<file path="config.mk">
export PLATFORM = sky130hd
export DESIGN_NAME = i2c_slave_rx_frontend
export DESIGN_NICKNAME = d
export VERILOG_FILES = /design/src/rtl/i2c_slave_rx_frontend.sv
export SDC_FILE = /design/constraint.sdc
export NUM_CORES = 1
export LEC_CHECK = 0
export ABC_AREA = 1
export CORE_ASPECT_RATIO = 0.9
export CORE_MARGIN = 2
export CORE_UTILIZATION = 47
export CTS_CLUSTER_DIAMETER = 60
export DETAILED_ROUTE_END_ITERATION = 8
export GPL_ROUTABILITY_DRIVEN = 0
export PLACE_DENSITY = 0.69
export SETUP_SLACK_MARGIN = 0.5
export SLEW_MARGIN = 20
export SYNTH_ARGS = -nofsm -noshare
export SYNTH_HDL_FRONTEND = slang
export SYNTH_SLANG_ARGS = --single-unit
</file>
<file path="constraint.sdc">
create_clock -name CLK -period 2.1 [get_ports CLK]
set_clock_uncertainty 0.15 [all_clocks]
set_input_delay 0.21 -clock CLK [delete_from_list [all_inputs] [get_ports CLK]]
set_output_delay 0.21 -clock CLK [all_outputs]
set_load 0.02 [all_outputs]
</file>
<file path="src/rtl/i2c_slave_rx_frontend.sv">
// rtl/i2c_slave_rx_frontend.sv - I2C slave receive front end: sync, deglitch, START/STOP detect, byte shifter
// Feeds the slave control FSM with condition pulses and completed bytes; armed by byte_receiver_enable.
module i2c_slave_rx_frontend #(
   parameter int SYNC_STAGES = 2,
   parameter int FILTER_LEN  = 3
) (
   input  logic       CLK,
   input  logic       RST,
   input  logic       SCL_in,
   input  logic       SDA_in,
   input  logic       byte_receiver_enable,
   output logic       scl_f,
   output logic       sda_f,
   output logic       scl_rise,
   output logic       scl_fall,
   output logic       Start_Condition,
   output logic       Stop_Condition,
   output logic       bus_busy,
   output logic [7:0] received_byte,
   output logic       done_receiving
);

   localparam int CW = (FILTER_LEN > 1) ? $clog2(FILTER_LEN) : 1;
   localparam logic [CW-1:0] FL_M1 = CW'(FILTER_LEN - 1);

   typedef enum logic {R_IDLE = 1'b0, R_SHIFT = 1'b1} rx_state_e;

   // Index 0 is SCL, index 1 is SDA.
   logic [1:0]             raw_pins;
   logic [SYNC_STAGES-1:0] sync_q [2];
   logic [CW-1:0]          fcnt_q [2];
   logic [1:0]             filt_q;
   logic [1:0]             prev_q;

   logic scl_rise_q, scl_fall_q, start_q, stop_q, busy_q;
   logic scl_rise_d, scl_fall_d, start_d, stop_d, scl_held_d;

   rx_state_e  rx_state_q;
   logic [2:0] bit_cnt_q;
   logic [6:0] sh_q;
   logic [7:0] rx_byte_q;
   logic       done_q;
   logic       rearm_ok_q;

   assign raw_pins = {SDA_in, SCL_in};

   always_ff @(posedge CLK or negedge RST) begin
      if (!RST) begin
         for (int i = 0; i < 2; i++) begin
            sync_q[i] <= '1;
            fcnt_q[i] <= '0;
         end
         filt_q <= 2'b11;
         prev_q <= 2'b11;
      end else begin
         for (int i = 0; i < 2; i++) begin
            sync_q[i] <= {sync_q[i][SYNC_STAGES-2:0], raw_pins[i]};
            // A level is accepted only after FILTER_LEN consecutive disagreeing samples.
            if (sync_q[i][SYNC_STAGES-1] != filt_q[i]) begin
               if (fcnt_q[i] == FL_M1) begin
                  filt_q[i] <= sync_q[i][SYNC_STAGES-1];
                  fcnt_q[i] <= '0;
               end else begin
                  fcnt_q[i] <= fcnt_q[i] + CW'(1);
               end
            end else begin
               fcnt_q[i] <= '0;
            end
         end
         prev_q <= filt_q;
      end
   end

   // SCL stable high across both cycles rules out simultaneous SCL/SDA changes.
   assign scl_held_d = prev_q[0] & filt_q[0];
   assign scl_rise_d = ~prev_q[0] & filt_q[0];
   assign scl_fall_d = prev_q[0] & ~filt_q[0];
   assign start_d    = scl_held_d & prev_q[1] & ~filt_q[1];
   assign stop_d     = scl_held_d & ~prev_q[1] & filt_q[1];

   always_ff @(posedge CLK or negedge RST) begin
      if (!RST) begin
         scl_rise_q <= 1'b0;
         scl_fall_q <= 1'b0;
         start_q    <= 1'b0;
         stop_q     <= 1'b0;
         busy_q     <= 1'b0;
      end else begin
         scl_rise_q <= scl_rise_d;
         scl_fall_q <= scl_fall_d;
         start_q    <= start_d;
         stop_q     <= stop_d;
         if (start_d) begin
            busy_q <= 1'b1;
         end else if (stop_d) begin
            busy_q <= 1'b0;
         end
      end
   end

   always_ff @(posedge CLK or negedge RST) begin
      if (!RST) begin
         rx_state_q <= R_IDLE;
         bit_cnt_q  <= 3'd0;
         sh_q       <= 7'd0;
         rx_byte_q  <= 8'h00;
         done_q     <= 1'b0;
         rearm_ok_q <= 1'b1;
      end else begin
         done_q <= 1'b0;
         if (!byte_receiver_enable) begin
            rearm_ok_q <= 1'b1;
         end
         if (start_q) begin
            bit_cnt_q  <= 3'd0;
            sh_q       <= 7'd0;
            rx_state_q <= byte_receiver_enable ? R_SHIFT : R_IDLE;
         end else if (stop_q) begin
            bit_cnt_q  <= 3'd0;
            rx_state_q <= R_IDLE;
         end else begin
            case (rx_state_q)
               R_IDLE: begin
                  if (byte_receiver_enable && rearm_ok_q) begin
                     bit_cnt_q  <= 3'd0;
                     rx_state_q <= R_SHIFT;
                  end
               end
               R_SHIFT: begin
                  if (!byte_receiver_enable) begin
                     bit_cnt_q  <= 3'd0;
                     rx_state_q <= R_IDLE;
                  end else if (scl_rise_q) begin
                     sh_q <= {sh_q[5:0], filt_q[1]};
                     if (bit_cnt_q == 3'd7) begin
                        rx_byte_q  <= {sh_q, filt_q[1]};
                        done_q     <= 1'b1;
                        bit_cnt_q  <= 3'd0;
                        rx_state_q <= R_IDLE;
                        rearm_ok_q <= 1'b0;
                     end else begin
                        bit_cnt_q <= bit_cnt_q + 3'd1;
                     end
                  end
               end
               default: rx_state_q <= R_IDLE;
            endcase
         end
      end
   end

   assign scl_f           = filt_q[0];
   assign sda_f           = filt_q[1];
   assign scl_rise        = scl_rise_q;
   assign scl_fall        = scl_fall_q;
   assign Start_Condition = start_q;
   assign Stop_Condition  = stop_q;
   assign bus_busy        = busy_q;
   assign received_byte   = rx_byte_q;
   assign done_receiving  = done_q;

endmodule
</file>
==> metrics.cfg <==
[global_route]
grt_use_met2_pct = 26.8
grt_pass1_vias = 1094
overflow = 0
grt.total_usage_pct = 18.2
grt_pass1_wl_mm = 5.02
grt_antenna_before_repair = 0
top_usage_layer = met2
grt_use_met3_pct = 7.27
use_met1_pct = 24.9
grt_max_degree = 39

[critical_path]
cp-end-kind = flop
criticalPathCategory = flop to flop
critPathArrivalTime_ns = 1.60
crit_fanout = 8
start_kind = flop
cp.required_ns = 2.19

[power]
internal_power_mw = 1.42
seqPwrFrac_pct = 48.7
leakage_nw = 1.02
swShare_pct = 36.2
combPwrFrac_pct = 29.6
ir_worst_vdd_v = 0.000717
power.switching_mw = 0.805
pwr-share-clk_pct = 21.8
power_density_mw_per_mm2 = 1190

[timing]
finalMaxSlewViolations = 0
fmax_mhz = 662
tns_ns = 0
min_period_ns = 1.51
slew-limit-headroom_pct = 69.6
fin_crit_sh_pct = 71.9
final-setup-viol-count = 0
hold_viol_final = 0
rsz0062_at_grt = no
tightest_slew_ns = 0.457

[finish]
mostFrequentLayoutCell = nand2_1
syn2layout_area_growth_pct = 21.7
mostFrequentLayoutCells = 53 x nand2_1, 29 x dfrtp_1, 20 x nand3_1
drive_above_1_share_pct = 15.8
num_antenna_cells = 0
fill_cells = 264
final_nets = 196
final_util_pct = 60.7

[clock_network]
h-tree-depth = 2
cts_buffers = 5
cts.reportedPaths.clkPinSlew_ns = 0.11
clk_latency_ns = 0.34
cts.path.max_buffers = 2
cts_hold_buffers = 0
ctsRootBufferMaster = clkbuf_4
cts_sinks = 38
cts_tree = built

[min_path]
hold_path.class = input pin to asynchronous set/reset pin

[synthesis]
ys_types = 17
ys.warnings.count = 0
synth_top_cell_by_area = dfrtp_1
ys_seq_area_share_pct = 62.4
yosys-top-cells-area = dfrtp_1 47%, dfstp_2 15%, nand2_1 13%
synthesis.nets = 167
yosys_register_bits = 38
synth_area_mm2 = 0.00154
synth_area_per_cell_um2 = 9.63
yosysTopAreaCellShare_pct = 47.1
postSynthCellCount = 160

[placement]
dpl.hpwl_mm = 1.95
port_buffers = 20

[route]
routed_wl_mm = 2.98
vias = 1167
firstDrtPassIters = 4
vias_per_cell = 5.03
drt_iter0_markers = 108
wire_per_inst_um = 12.8
drc = 0
antenna_left = 0

[floorplanning]
core_mm2 = 0.00309
die-area_mm2 = 0.00375
dieWidth_um = 64.4
ios = 21
die_h_um = 58.3
row_count = 19
start_util_pct = 49.9

[job]
maxCapViolations = 0

[run_status]
outcome = finished, final reports clean

==> flip-flops by register name, indices dropped and copies added (netlist names) <==
signal and flops:
bus_busy 1, sh_q 7, sync_q 4, received_byte 8, Start_Condition 1, filt_q 2
bit_cnt_q 3, prev_q 2, done_receiving 1, rearm_ok_q 1, rx_state_q 1, Stop_Condition 1
fcnt_q 4, scl_fall 1, scl_rise 1
==> stage by stage <==
step | setup slack (ns) | hold WS [ns] | power, mW | area [um^2] | std cells
after floorplan | 0.631 | -0.236 | 1.51 | 1540 | 160
after global placement | 0.336 | 0.197 | 1.73 | 1770 | 220
after detailed placement | 0.305 | 0.197 | 1.76 | 1770 | 220
after CTS | 0.413 | 0.0964 | 2.23 | 1850 | 229
after global routing | 0.510 | 0.0935 | 2.39 | 1880 | 232
final | 0.590 | 0.111 | 2.22 | 1880 | 232
==> area by class of cell <==
type	count	area (um^2)	share of cell area (%)
flip-flops and latches	38	962	51.3
multi-input cells	102	504	26.9
repair buffers	24	209	11.1
inverters	18	72.6	3.87
well taps	42	52.6	2.80
clock buffers	7	45.0	2.40
clock inverters	1	30.0	1.60
==> synthesized netlist by cell type (all sizes together) <==
cell    number
nand2       53
dfrtp       29
nand3       21
inv         17
dfstp        9
nor2         9
nand4        5
o21ai        5
nor3         4
buf          3
ha           2
xnor2        2
clkinv       1
==> timing repair <==
item	4_1_cts	5_1_grt
hold endpoints to repair	0	0
gates resized for setup	21	4
setup endpoints to repair	24	8
buffers inserted	1	2
cloned	0	1
pin swaps	1	0
==> path summary, 6_finish.rpt <==
path	slack [ns]	startpoint	cells past startpoint	to
max	0.59	bit_cnt_q[0]	8	received_byte[6]
min	0.11	RST	2	bit_cnt_q[0]
max reg2reg	0.59	bit_cnt_q[0]	8	received_byte[6]
min reg2reg	0.21	sync_q[0]	0	sync_q[1]
max in group asynchronous	1.33	RST	2	prev_q[1]
min in group CLK	0.11	SCL_in	1	sync_q[2]
==> kinds of logic after synthesis <==
kind of cell               Yosys count  share of synthesized area (%)
buffers and inverters               21                           6.17
AOI/OAI and AO/OA                    5                           2.11
adders and majority gates            2                           1.62
xor gates and xnor gates             2                           1.14
DFF                                 38                           62.4
and+or+nand+nor                     92                           26.5
==> critical path, cell delays in order, from the launching register on <==
cell	delay (ns)
dfrtp_1	0.42
ha_1	0.22
ha_2	0.19
nand2_1	0.07
inv_2	0.06
nand3_4	0.10
clkinv_4	0.09
nand2_1	0.06
nand2_1	0.05
==> routing by layer <==
layer  vias up  part of all wire [%]
li1        567                     -
met1       552                    46
met2        43                    46
met3         5                   6.4
met4         0                   1.7
met5         -                     0
==> power groups by stage <==
stage	Clock (mW)	Sequential (mW)	Combinational (mW)
after floorplan	0	1.15	0.358
after global placement	0	1.10	0.630
after detailed placement	0	1.11	0.646
after CTS	0.498	1.08	0.649
after global routing	0.533	1.11	0.740
final	0.484	1.08	0.658
(Power assumes the default switching activity.)
